--- src/rtl/hello_stream.sv ---
// Purpose: parametrised ASCII message source on a valid/ready byte stream, with start delay, inter-message gaps and repeat count.
// Latency: first byte valid after START_DELAY+1 en-high edges; one byte per cycle while ready; GAP idle cycles between messages.
// Backpressure: tx_valid/tx_data/tx_last hold while tx_ready is low; valid is never withdrawn mid-message.
module hello_stream #(
    parameter int                   MSG_LEN     = 13,
    parameter logic [8*MSG_LEN-1:0] MSG         = "hello world!\n",
    parameter int                   START_DELAY = 10,
    parameter int                   GAP         = 100,
    parameter int                   REPEAT      = 1,
    parameter int                   CNT_W       = 16
) (
    input  logic             i_clk,
    input  logic             i_rst,
    input  logic             i_en,
    output logic [7:0]       o_tx_data,
    output logic             o_tx_valid,
    input  logic             i_tx_ready,
    output logic             o_tx_last,
    output logic             o_busy,
    output logic             o_done,
    output logic [CNT_W-1:0] o_msg_cnt
);

    // Index width is at least one bit so a single-byte message still has a legal index register.
    localparam int IDX_W = (MSG_LEN > 1) ? $clog2(MSG_LEN) : 1;
    localparam int ROM_D = 1 << IDX_W;

    localparam logic [IDX_W-1:0] LAST_IDX  = IDX_W'(MSG_LEN - 1);
    localparam logic [CNT_W-1:0] START_END = CNT_W'(START_DELAY);
    // The edge that moves SEND into GAP already accounts for one idle cycle,
    // so the gap counter terminates one count earlier than the start counter.
    localparam logic [CNT_W-1:0] GAP_END   = (GAP > 0) ? CNT_W'(GAP - 1) : '0;
    localparam logic [CNT_W-1:0] REPEAT_C  = CNT_W'(REPEAT);

    typedef enum logic [1:0] {
        S_START = 2'd0,
        S_SEND  = 2'd1,
        S_GAP   = 2'd2,
        S_DONE  = 2'd3
    } state_t;

    state_t           r_state;
    logic [CNT_W-1:0] r_dly_cnt;
    logic [IDX_W-1:0] r_idx;
    logic [7:0]       r_tx_data;
    logic             r_tx_valid;
    logic             r_tx_last;
    logic             r_busy;
    logic             r_done;
    logic [CNT_W-1:0] r_msg_cnt;

    logic [7:0]       w_rom [ROM_D];
    logic [IDX_W-1:0] w_idx_inc;
    logic [CNT_W-1:0] w_cnt_inc;
    logic [CNT_W-1:0] w_dly_end;
    logic             w_dly_hit;
    logic             w_xfer;

    // Message bytes unpacked MSB-first; unused tail entries of the power-of-two table read as zero.
    genvar gi;
    generate
        for (gi = 0; gi < ROM_D; gi++) begin : g_rom
            if (gi < MSG_LEN) begin : g_byte
                assign w_rom[gi] = MSG[8*(MSG_LEN-gi)-1 -: 8];
            end else begin : g_pad
                assign w_rom[gi] = 8'h00;
            end
        end
    endgenerate

    assign w_idx_inc = r_idx + 1'b1;
    assign w_cnt_inc = (&r_msg_cnt) ? r_msg_cnt : r_msg_cnt + 1'b1;
    assign w_dly_end = (r_state == S_START) ? START_END : GAP_END;
    assign w_dly_hit = (r_dly_cnt == w_dly_end);
    assign w_xfer    = r_tx_valid & i_tx_ready;

    // Sequencer: delay/gap counting, byte stepping on handshake, repeat accounting, all outputs registered.
    always_ff @(posedge i_clk) begin
        if (i_rst) begin
            r_state    <= S_START;
            r_dly_cnt  <= '0;
            r_idx      <= '0;
            r_tx_data  <= 8'h00;
            r_tx_valid <= 1'b0;
            r_tx_last  <= 1'b0;
            r_busy     <= 1'b0;
            r_done     <= 1'b0;
            r_msg_cnt  <= '0;
        end else begin
            case (r_state)
                S_START, S_GAP: begin
                    // Counting only advances on en-high edges; en low freezes the count.
                    if (i_en) begin
                        if (w_dly_hit) begin
                            r_state    <= S_SEND;
                            r_dly_cnt  <= '0;
                            r_idx      <= '0;
                            r_tx_valid <= 1'b1;
                            r_tx_data  <= w_rom[0];
                            r_tx_last  <= (MSG_LEN == 1);
                            r_busy     <= 1'b1;
                        end else begin
                            r_dly_cnt  <= r_dly_cnt + 1'b1;
                        end
                    end
                end

                S_SEND: begin
                    // en is deliberately ignored here so a started message always completes.
                    if (w_xfer) begin
                        if (r_idx != LAST_IDX) begin
                            r_idx     <= w_idx_inc;
                            r_tx_data <= w_rom[w_idx_inc];
                            r_tx_last <= (w_idx_inc == LAST_IDX);
                        end else begin
                            r_msg_cnt <= w_cnt_inc;
                            r_idx     <= '0;
                            if ((REPEAT != 0) && (w_cnt_inc == REPEAT_C)) begin
                                r_state    <= S_DONE;
                                r_tx_valid <= 1'b0;
                                r_tx_last  <= 1'b0;
                                r_busy     <= 1'b0;
                                r_done     <= 1'b1;
                            end else if (GAP == 0) begin
                                // Back-to-back: restart at byte 0 with no valid bubble.
                                r_tx_data <= w_rom[0];
                                r_tx_last <= (MSG_LEN == 1);
                            end else begin
                                r_state    <= S_GAP;
                                r_dly_cnt  <= '0;
                                r_tx_valid <= 1'b0;
                                r_tx_last  <= 1'b0;
                            end
                        end
                    end
                end

                default: begin
                    // DONE is terminal until reset.
                    r_tx_valid <= 1'b0;
                    r_tx_last  <= 1'b0;
                    r_busy     <= 1'b0;
                    r_done     <= 1'b1;
                end
            endcase
        end
    end

    assign o_tx_data  = r_tx_data;
    assign o_tx_valid = r_tx_valid;
    assign o_tx_last  = r_tx_last;
    assign o_busy     = r_busy;
    assign o_done     = r_done;
    assign o_msg_cnt  = r_msg_cnt;

endmodule

--- config.mk ---
export PLATFORM = sky130hd
export DESIGN_NAME = hello_stream
export DESIGN_NICKNAME = d
export VERILOG_FILES = /design/src/rtl/hello_stream.sv
export SDC_FILE = /design/constraint.sdc
export NUM_CORES = 1
export LEC_CHECK = 0
export ABC_CLOCK_PERIOD_IN_PS = 2800
export CORE_AREA = 2 2 113 60
export CTS_CLUSTER_SIZE = 14
export DETAILED_ROUTE_END_ITERATION = 12
export DIE_AREA = 0 0 115 62
export HOLD_SLACK_MARGIN = 0.06
export PLACE_DENSITY = 0.75
export SYNTH_ARGS = -nofsm -noshare
export SYNTH_HDL_FRONTEND = slang
export SYNTH_SLANG_ARGS = --single-unit
--- constraint.sdc ---
create_clock -name i_clk -period 2.8 [get_ports i_clk]
set_input_delay 0.42 -clock i_clk [delete_from_list [all_inputs] [get_ports i_clk]]
set_output_delay 0.42 -clock i_clk [all_outputs]
set_load 0.05 [all_outputs]
==> run_results.csv, run 1 <==
group,metric,value,unit
outcome,status,"complete, no violations",
detailed_routing,ant_nets,0,
floorplan,start_util,47.8,%
placement,placedCellCount,487,
clocking,cts_tree,"done",
logic_synthesis,synth_edf_count,0,
detailed_routing,maxUsedRoutingLayer,"met4",
clocking,cts-buffers-inserted,5,
clocking,post-cts-setup-buffers,0,
critical_path,crit_path_max_fanout,16,
critical_path,crit_path_end,"r_dly_cnt[0]$_SDFFE_PP0P_",
logic_synthesis,synthSimpleGateAreaFrac,32.7,%
global_routing,grt_pass1_vias,2391,
final_layout,nets,427,
final_layout,fin_area,3620,um^2
critical_path,r2r_end,"r_dly_cnt[0]$_SDFFE_PP0P_",
sta,finalHoldViolations,0,
logic_synthesis,synth_area_leaders,"dfxtp_1 33%, nor2_1 7.1%, a21oi_1 4.8%",
sta,min_period_over_period,94.5,%
detailed_routing,wl_met3,517,um
final_layout,layout.cells.non_filler,495,
logic_synthesis,synth_cell_types,58,
pwr,p_per_area,403,nW/um^2
logic_synthesis,synthCells,384,
clocking,cts_hold_buf,0,
logic_synthesis,yosysTopAreaCell,"dfxtp_1",
run,cap_viol_max_count,0,
critical_path,r2r_start,"o_msg_cnt[0]$_SDFFE_PP0P_",
logic_synthesis,synthesis.nets,397,
final_layout,insertedDiodeCount,0,
logic_synthesis,post-synth-top-count-cell,"nor2_1",
global_routing,antenna_found_initial,0,
min_path,hp-start,"o_tx_data[1]$_SDFFE_PP0P_",
detailed_routing,totalWireLength,7.62,mm
logic_synthesis,synth_xor_area_share,5.77,%
critical_path,critPathLaunchType,"register",
final_layout,drive_above_1_share,12.3,%
placement,place_congestion,0.921,
detailed_routing,wl_met1,3.90,mm
critical_path,worstSetupPathType,"register to register",
global_routing,track_usage,21.7,%
floorplan,std_cell_rows,21,
logic_synthesis,synth.top_cell.area_share,32.5,%
sta,rsz0062_at_grt,"false",
floorplan,die_h,62,um
sta,drv_slew,0,
critical_path,rr_worst_depth,9,
detailed_routing,routed-wl-met2,3.15,mm
sta,hold_slack,454,ps
global_routing,overflow,0,
logic_synthesis,synthArstFlopShare,0,%
placement,dp_hpwl,5.51,mm
placement,portBuffers,30,
final_layout,n_fill_cell,590,
floorplan,dieArea,7130,um^2
sta,setup_viol_count_final,0,
logic_synthesis,ys_top_cells_by_count,"57 x nor2_1, 49 x dfxtp_1, 36 x nand2_1",
floorplan,core,6310,um^2
logic_synthesis,synth_area,3020,um^2
global_routing,grt_max_degree,32,
logic_synthesis,avgSynthCellArea,7.86,um^2
critical_path,crit_path_start,"o_msg_cnt[0]$_SDFFE_PP0P_",
critical_path,arrival,2840,ps
logic_synthesis,synthAdderAreaFrac,3.73,%
min_path,worstHoldPathType,"register to register",
detailed_routing,route.detailed.drc,0,
sta,setup_slack,154,ps
logic_synthesis,synth-seq-area-share,32.5,%
pwr,peakVddDrop,0.000207,V
sta,slew_headroom,52.6,%
logic_synthesis,synth_mux_area_share,2.03,%
logic_synthesis,synth_compound_area_share,18.0,%
sta,final.setup_skew,6.55,ps
floorplan,io-pin-count,32,
critical_path,cp.required,2990,ps
sta,worst_slew_pin_slew,706,ps
logic_synthesis,synth_top_family_by_area,"simple AND/OR/NAND/NOR gates",
logic_synthesis,ys_ff_latch,49,
pwr,leakage,1.31,nW
sta,fin_tns_setup,0,ps
final_layout,area_growth,20.0,%
logic_synthesis,synth_warnings,0,
placement,placed_area,3430,um^2
placement,dp_slack,144,ps
sta,timing.fmax,0.378,GHz
global_routing,grt_first_pass_wirelength,12.2,mm
clocking,cts_buffer_depth,2,
clocking,clock_sinks,49,
detailed_routing,vias,2953,
detailed_routing,drt_iter0_markers,237,
clocking,root_buffer,"clkbuf_16",
clocking,clk_pin_slew,70,ps
detailed_routing,first_pass_iters,4,
sta,min_period,2650,ps
logic_synthesis,synth_ff_type,"dfxtp_1",
clocking,htree_levels,2,
detailed_routing,wire_per_inst,15.4,um
detailed_routing,via_per_inst,5.97,
critical_path,end_kind,"register",
floorplan,die_w,115,um
clocking,clock_latency,290,ps
critical_path,r2r_setup_slack,150,ps
## cell families (layout without fill, tap and decap cells)
| logic type | count (synthesis) | after routing |
|---|---|---|
| simple gates | 190 | 190 |
| compound gates | 76 | 76 |
| flops | 49 | 49 |
| buf+inv | 34 | 65 |
| xor+xnor | 19 | 19 |
| fa+ha+maj | 9 | 9 |
| mux | 6 | 6 |
| other cells | 1 | 1 |
## worst min path at each step
stage                                 end  slack (ps)  cells after the start
2_1_floorplan  r_dly_cnt[11]$_SDFFE_PP0P_         490                      1
3_3_place_gp    o_tx_data[2]$_SDFFE_PP0P_         450                      2
3_5_place_dp    o_tx_data[1]$_SDFFE_PP0P_         450                      2
6_report        o_tx_data[1]$_SDFFE_PP0P_         450                      2
4_1_cts         o_tx_data[1]$_SDFFE_PP0P_         460                      2
5_1_grt         o_tx_data[0]$_SDFFE_PP0P_         480                      2
## state kept, by name (all words and copies together) (netlist names)
signal,count
o_msg_cnt,16
o_tx_last,1
r_state,2
o_tx_valid,1
o_tx_data,7
o_busy,1
r_dly_cnt,16
o_done,1
r_idx,4
## repair_timing
action | CTS | global route
endpoints found under the setup margin | 0 | 16
endpoints found under the hold margin | 0 | 0
gates resized for setup | 0 | 3
## power breakdown
part | leakage, nW | switching [W] | total, W | internal (W)
Combinational | 0.830 | 0.0000314 | 0.0000456 | 0.0000142
Clock | 0.0831 | 0.000268 | 0.000714 | 0.000446
Sequential | 0.396 | 0.00000204 | 0.000701 | 0.000699
## through the flow
stage | util, % | total power, W
2_1_floorplan | - | 0.000748
3_3_place_gp | 54.4 | 0.000760
3_5_place_dp | 54.4 | 0.000761
4_1_cts | 57.2 | 0.00147
5_1_grt | 57.4 | 0.00151
6_report | 57.4 | 0.00146
## metal layers
layer	vias to the layer above	track usage, %
li1	1444	-
met1	1400	32.9
met2	102	32.1
met4	0	3.61
met5	-	0
met3	7	4.95
## final cells by class
type / count / area, um^2 / share of cell area (%)
clock buffer: 6 / 139 / 3.84
clock inverter: 2 / 37.5 / 1.04
inverter: 8 / 30.0 / 0.830
multi-input combinational: 301 / 1890 / 52.2
sequential: 49 / 983 / 27.2
tap: 80 / 100 / 2.77
timing repair buffer: 49 / 438 / 12.1
## layout by cell type, fill, tap and decap left out, types with 2 or more instances in the layout
master,synthesis,final
dfxtp_1,49,47
clkbuf_16,0,5
xor2_1,8,8
nor2_1,57,57
or2_2,3,3
nand3_1,22,22
nor4_4,2,2
nand2_1,36,36
and2_1,3,3
and3_1,6,6
nand2b_1,7,7
nand4_1,3,3
inv_1,8,8
a211oi_1,6,6
nor3b_1,2,2
nor4_1,3,3
o2111ai_1,2,2
a21o_1,2,2
nand4_2,2,2
a31oi_1,4,4
dfxtp_2,0,2
a41oi_1,3,3
o21ai_0,5,5
a21oi_1,29,29
a311oi_1,7,7
xnor2_1,10,10
ha_1,9,9
buf_4,2,19
or3_1,7,7
a311oi_2,5,5
o21bai_1,3,3
nor3_1,26,25
clkdlybuf4s50_1,0,29
mux2i_1,5,5
o31ai_1,2,2
## worst max-delay path, stage by stage (launching register included)
cell and delay [ps]:
dfxtp_2 380, ha_1 300, nand4_2 140, buf_4 190
or3_1 390, mux2i_1 150, o21ai_0 170, nor4_4 260
nand2_4 210, a311oi_1 330
No activity file was read; power rests on OpenSTA's default activity.
==> run 2: changes to the inputs <==
--- a/config.mk
+++ b/config.mk
@@ -5,8 +5,10 @@
 export SDC_FILE = /design/constraint.sdc
 export NUM_CORES = 1
 export LEC_CHECK = 0
-export ABC_CLOCK_PERIOD_IN_PS = 2800
+export ABC_CLOCK_PERIOD_IN_PS = 3300
+export CAP_MARGIN = 10
 export CORE_AREA = 2 2 113 60
+export CTS_BUF_LIST = sky130_fd_sc_hd__clkbuf_8
 export CTS_CLUSTER_SIZE = 14
 export DETAILED_ROUTE_END_ITERATION = 12
 export DIE_AREA = 0 0 115 62
==> constraint.sdc (replaced) <==
create_clock -name i_clk -period 3.3 [get_ports i_clk]
set_input_delay 0.495 -clock i_clk [delete_from_list [all_inputs] [get_ports i_clk]]
set_output_delay 0.495 -clock i_clk [all_outputs]
set_load 0.05 [all_outputs]
==> run 2 against run 1 <==
Combinational power down 21%. First-iteration DRC count up 23%. Cell count down 2.4%. Critical path depth down 1. Global-route usage up 0.60 points. Non-clock buffer count down 12. Die area unchanged. Core utilization down 2.7 points. Clock-buffer cell count down 1. Cell area down 4.6%. Clock power down 38%. Clock skew up 14 ps.
==> run_results.csv, run 2 (same netlist as run 1, synthesis figures left out) <==
group,metric,value,unit
clocking,clock_sinks,49,
floorplan,dieArea,7130,um^2
global_routing,overflow,0,
clocking,cts_buffer_depth,2,
floorplan,die_h,62,um
clocking,post-cts-setup-buffers,0,
final_layout,layout_common_cells,"57 x nor2_1, 49 x dfxtp_1, 36 x nand2_1",
critical_path,cp.required,3540,ps
detailed_routing,first_pass_iters,5,
final_layout,area_growth,14.4,%
clocking,clock_latency,330,ps
floorplan,start_util,47.8,%
sta,slew_headroom,49.9,%
sta,finalHoldViolations,0,
global_routing,grt_pass1_vias,2393,
clocking,cts_hold_buf,0,
sta,rsz0062_at_grt,"false",
pwr,finalPower,0.00107,W
outcome,status,"complete, no violations",
final_layout,nets,415,
sta,setup_viol_count_final,0,
detailed_routing,route.detailed.drc,0,
critical_path,cp_num_buf_inv,0,
min_path,worstHoldPathType,"register to register",
placement,placedCellCount,475,
floorplan,std_cell_rows,21,
sta,drv_slew,0,
critical_path,end_kind,"register",
sta,min_period_over_period,89.2,%
detailed_routing,totalWireLength,7.44,mm
clocking,htree_levels,2,
final_layout,final-seq-area,981,um^2
placement,dp_slack,429,ps
sta,setup_slack,356,ps
clocking,cts-buffers-inserted,5,
detailed_routing,wire_per_inst,15.4,um
critical_path,cp_top_family,"simple AND/OR/NAND/NOR gates",
clocking,cts_resized,0,
sta,worst_slew_pin_slew,751,ps
placement,portBuffers,30,
run,cap_viol_max_count,0,
floorplan,core,6310,um^2
critical_path,arrival,3180,ps
detailed_routing,vias,2846,
final_layout,insertedDiodeCount,0,
final_layout,mostFrequentLayoutCell,"nor2_1",
detailed_routing,ant_nets,0,
global_routing,track_usage,22.4,%
critical_path,crit_path_max_fanout,16,
global_routing,antenna_found_initial,0,
final_layout,layout.cells.non_filler,483,
pwr,peakVddDrop,0.000152,V
final_layout,n_fill_cell,595,
clocking,clk_pin_slew,100,ps
detailed_routing,via_per_inst,5.89,
placement,dp_hpwl,5.38,mm
sta,fin_tns_setup,0,ps
critical_path,critPathLaunchType,"register",
placement,place_congestion,0.876,
pwr,p_per_area,311,nW/um^2
sta,min_period,2940,ps
global_routing,grt_first_pass_wirelength,12.3,mm
clocking,root_buffer,"clkbuf_8",
detailed_routing,drt_iter0_markers,291,
critical_path,worstSetupPathType,"register to register",
critical_path,crit_slowest_cell,"dfxtp_1",
sta,timing.fmax,0.340,GHz
critical_path,worstPathCellList,"ha_1 > nand4_2 > nor3_1 > mux2_2 > a21o_1 > nor4_4 > nand2_2 > a311oi_1",
pwr,leakage,1.22,nW
final_layout,drive_above_1_share,8.68,%
sta,final.setup_skew,20.3,ps
critical_path,critPathMaxStageDelay,430,ps
global_routing,grt_max_degree,38,
floorplan,die_w,115,um
floorplan,io-pin-count,32,
clocking,cts_tree,"done",
final_layout,multiInputGateArea,1880,um^2
-- run 2: changes by cell type in the layout (fill, tap and decap cells not counted), sizes merged --
cell	previous run	this run
clkinv	0	1
clkbuf	6	5
buf	20	8
inv	8	9
clkinvlp	1	0
-- run 2: power breakdown --
part	leakage, nW	total (W)	internal (W)	switching (W)
clock network	0.0595	0.000444	0.000225	0.000219
logic	0.766	0.0000361	0.0000109	0.0000252
registers	0.395	0.000595	0.000592	0.00000240
total	1.22	0.00107	0.000828	0.000246
-- run 2: through the flow --
step	hold slack (ps)	instance area (um^2)	utilization (%)
global placement	441	3340	53.0
CTS	472	3450	54.7
global route	488	3450	54.7
detailed placement	455	3340	53.0
floorplan	493	3020	-
finish	467	3450	54.7
-- run 2: worst paths after layout --
path	from	end	slack, ps	cells past startpoint
min reg2reg	o_tx_data[0]$_SDFFE_PP0P_	o_tx_data[0]$_SDFFE_PP0P_	470	2
max reg2reg	o_msg_cnt[0]$_SDFFE_PP0P_	r_dly_cnt[0]$_SDFFE_PP0P_	360	8
max	o_msg_cnt[0]$_SDFFE_PP0P_	r_dly_cnt[0]$_SDFFE_PP0P_	360	8
min	o_tx_data[0]$_SDFFE_PP0P_	o_tx_data[0]$_SDFFE_PP0P_	470	2
-- run 2: layout make-up --
| type | count | area share, % |
|---|---|---|
| Clock buffer | 5 | 1.99 |
| Clock inverter | 3 | 1.23 |
| Inverter | 8 | 0.870 |
| Multi-Input combinational cell | 301 | 54.5 |
| Sequential cell | 49 | 28.4 |
| Tap cell | 80 | 2.90 |
| Timing Repair Buffer | 37 | 10.1 |
-- run 2: metal layers --
| layer | vias to the layer above | global-route usage, % | wire length (um) |
|---|---|---|---|
| li1 | 1420 | - | - |
| met4 | 0 | 4.65 | 67 |
| met1 | 1327 | 34.9 | 4050 |
| met3 | 7 | 6.30 | 484 |
| met5 | - | 0 | 0 |
| met2 | 92 | 29.8 | 2840 |
-- run 2: worst min-delay path: cells and delay by family (launching register included) --
family,cells,cell delay (ps)
flip-flops,1,320
AND/OR/NAND/NOR,1,50
AO/OA/AOI/OAI,1,50
==> run 3: changes to the inputs <==
==> constraint.sdc (replaced) <==
create_clock -name i_clk -period 3.3 [get_ports i_clk]
set_input_delay 0.99 -clock i_clk [delete_from_list [all_inputs] [get_ports i_clk]]
set_output_delay 0.99 -clock i_clk [all_outputs]
set_load 0.05 [all_outputs]
==> run 3 against run 2 <==
First-iteration DRC count shrank 24%. Non-clock buffer count grew 1. Via count grew 2.0%. Wire length grew 1.9%. Sequential power is essentially flat.
==> run_results.csv, run 3 (same netlist as run 1, synthesis figures left out) <==
group,metric,value,unit
final_layout,area_growth,13.7,%
detailed_routing,drt_iter0_markers,220,
sta,timing.fmax,0.341,GHz
pwr,leakage,1.21,nW
sta,finalHoldViolations,0,
min_path,worstHoldPathType,"register to register",
critical_path,crit_slowest_cell,"dfxtp_1",
detailed_routing,via_per_inst,6.00,
sta,min_period_over_period,88.9,%
floorplan,start_util,47.8,%
pwr,p_per_area,285,nW/um^2
final_layout,drive_above_1_share,8.66,%
critical_path,worstSetupPathType,"register to register",
global_routing,grt.busiest_layer,"met1",
floorplan,die_w,115,um
global_routing,antenna_found_initial,0,
global_routing,grt_pass1_vias,2293,
sta,setup_viol_count_final,0,
floorplan,dieArea,7130,um^2
final_layout,mostFrequentLayoutCell,"nor2_1",
critical_path,arrival,3150,ps
critical_path,worstPathCellList,"ha_1 > nand4_2 > nor3_1 > mux2_2 > a21o_1 > nor4_4 > nand2_2 > a311oi_1",
critical_path,r2r_end,"r_dly_cnt[5]$_SDFFE_PP0P_",
min_path,min_path_cells,2,
outcome,status,"complete, no violations",
critical_path,critPathMaxStageDelay,430,ps
final_layout,layout_common_cells,"57 x nor2_1, 49 x dfxtp_1, 36 x nand2_1",
critical_path,r2r_setup_slack,370,ps
clocking,clock_latency,310,ps
sta,drv_slew,0,
floorplan,io-pin-count,32,
sta,final.setup_skew,14.3,ps
floorplan,die_h,62,um
final_layout,final_core_util,54.4,%
critical_path,crit_path_max_fanout,16,
global_routing,global_route.usage.met3,4.95,%
global_routing,grt_max_degree,35,
clocking,cts_buffer_depth,2,
global_routing,overflow,0,
clocking,cts_hold_buf,0,
floorplan,std_cell_rows,21,
sta,hold_slack,463,ps
detailed_routing,first_pass_iters,5,
placement,portBuffers,30,
placement,place_congestion,0.830,
placement,dp_hpwl,5.48,mm
detailed_routing,route.detailed.drc,0,
detailed_routing,ant_nets,0,
min_path,worstHoldEndpoint,"o_tx_data[1]$_SDFFE_PP0P_",
critical_path,critPathLaunchType,"register",
clocking,htree_levels,2,
global_routing,use_met2,27.8,%
clocking,post-cts-setup-buffers,0,
global_routing,gr-usage-met1,35.2,%
critical_path,cp.required,3510,ps
critical_path,rr_worst_depth,8,
clocking,clk_pin_slew,100,ps
clocking,cts_resized,0,
sta,min_period,2930,ps
run,cap_viol_max_count,0,
min_path,hp-start,"o_tx_data[1]$_SDFFE_PP0P_",
sta,fin_tns_setup,0,ps
detailed_routing,totalWireLength,7.58,mm
final_layout,nets,416,
pwr,peakVddDrop,0.000181,V
floorplan,core,6310,um^2
detailed_routing,vias,2903,
clocking,cts-buffers-inserted,5,
clocking,root_buffer,"clkbuf_8",
detailed_routing,wire_per_inst,15.7,um
clocking,clock_sinks,49,
final_layout,insertedDiodeCount,0,
sta,worst_slew_pin_slew,682,ps
global_routing,track_usage,21.6,%
global_routing,grt_first_pass_wirelength,11.9,mm
critical_path,end_kind,"register",
clocking,cts_tree,"done",
critical_path,r2r_start,"o_msg_cnt[0]$_SDFFE_PP0P_",
sta,rsz0062_at_grt,"false",
sta,slew_headroom,54.2,%
-- run 3: worst max-delay path by stage --
stage	depth (start not counted)	slack [ps]	start	to
after detailed placement	8	380	i_tx_ready	r_dly_cnt[2]$_SDFFE_PP0P_
final	8	370	o_msg_cnt[0]$_SDFFE_PP0P_	r_dly_cnt[5]$_SDFFE_PP0P_
after global routing	9	190	o_msg_cnt[0]$_SDFFE_PP0P_	r_dly_cnt[5]$_SDFFE_PP0P_
after global placement	8	440	i_tx_ready	r_dly_cnt[5]$_SDFFE_PP0P_
after CTS	8	410	o_msg_cnt[0]$_SDFFE_PP0P_	r_dly_cnt[5]$_SDFFE_PP0P_
after floorplan	10	370	o_msg_cnt[0]$_SDFFE_PP0P_	r_dly_cnt[1]$_SDFFE_PP0P_
-- run 3: stage by stage --
| stage | setup slack (ps) | total power (W) | instances | area, um^2 |
|---|---|---|---|---|
| floorplan | 365 | 0.000635 | 384 | 3020 |
| global placement | 442 | 0.000643 | 476 | 3350 |
| detailed placement | 377 | 0.000644 | 476 | 3350 |
| CTS | 410 | 0.000991 | 484 | 3430 |
| global route | 188 | 0.00102 | 484 | 3430 |
| finish | 366 | 0.000979 | 484 | 3430 |
-- run 3: final cells by class --
class | count | area [um^2]
Timing Repair Buffer | 38 | 355
Fill cell | 619 | 2880
Clock buffer | 5 | 68.8
Inverter | 8 | 30.0
Clock inverter | 3 | 15.0
Sequential cell | 49 | 981
Tap cell | 80 | 100
Multi-Input combinational cell | 301 | 1880
-- run 3: critical path, delay by kind of cell (launching register included) --
family                   cells  cell delay [ps]
AND/OR/NAND/NOR              4             1120
AO/OA/AOI/OAI                2              540
flip-flops                   1              430
multiplexers                 1              370
adder cells (fa/ha/maj)      1              340
-- run 3: where the power goes --
| group | switching [W] | internal, W | leakage (nW) |
|---|---|---|---|
| clock network | 0.000205 | 0.000144 | 0.0467 |
| logic | 0.0000249 | 0.0000101 | 0.771 |
| registers | 0.00000277 | 0.000592 | 0.395 |
| total | 0.000232 | 0.000747 | 1.21 |
-- run 3: layer usage --
layer  vias up  wire [um]
met5         -          0
met4         0         50
met3         8        654
met2       125       2830
met1      1361       4050
li1       1409          -
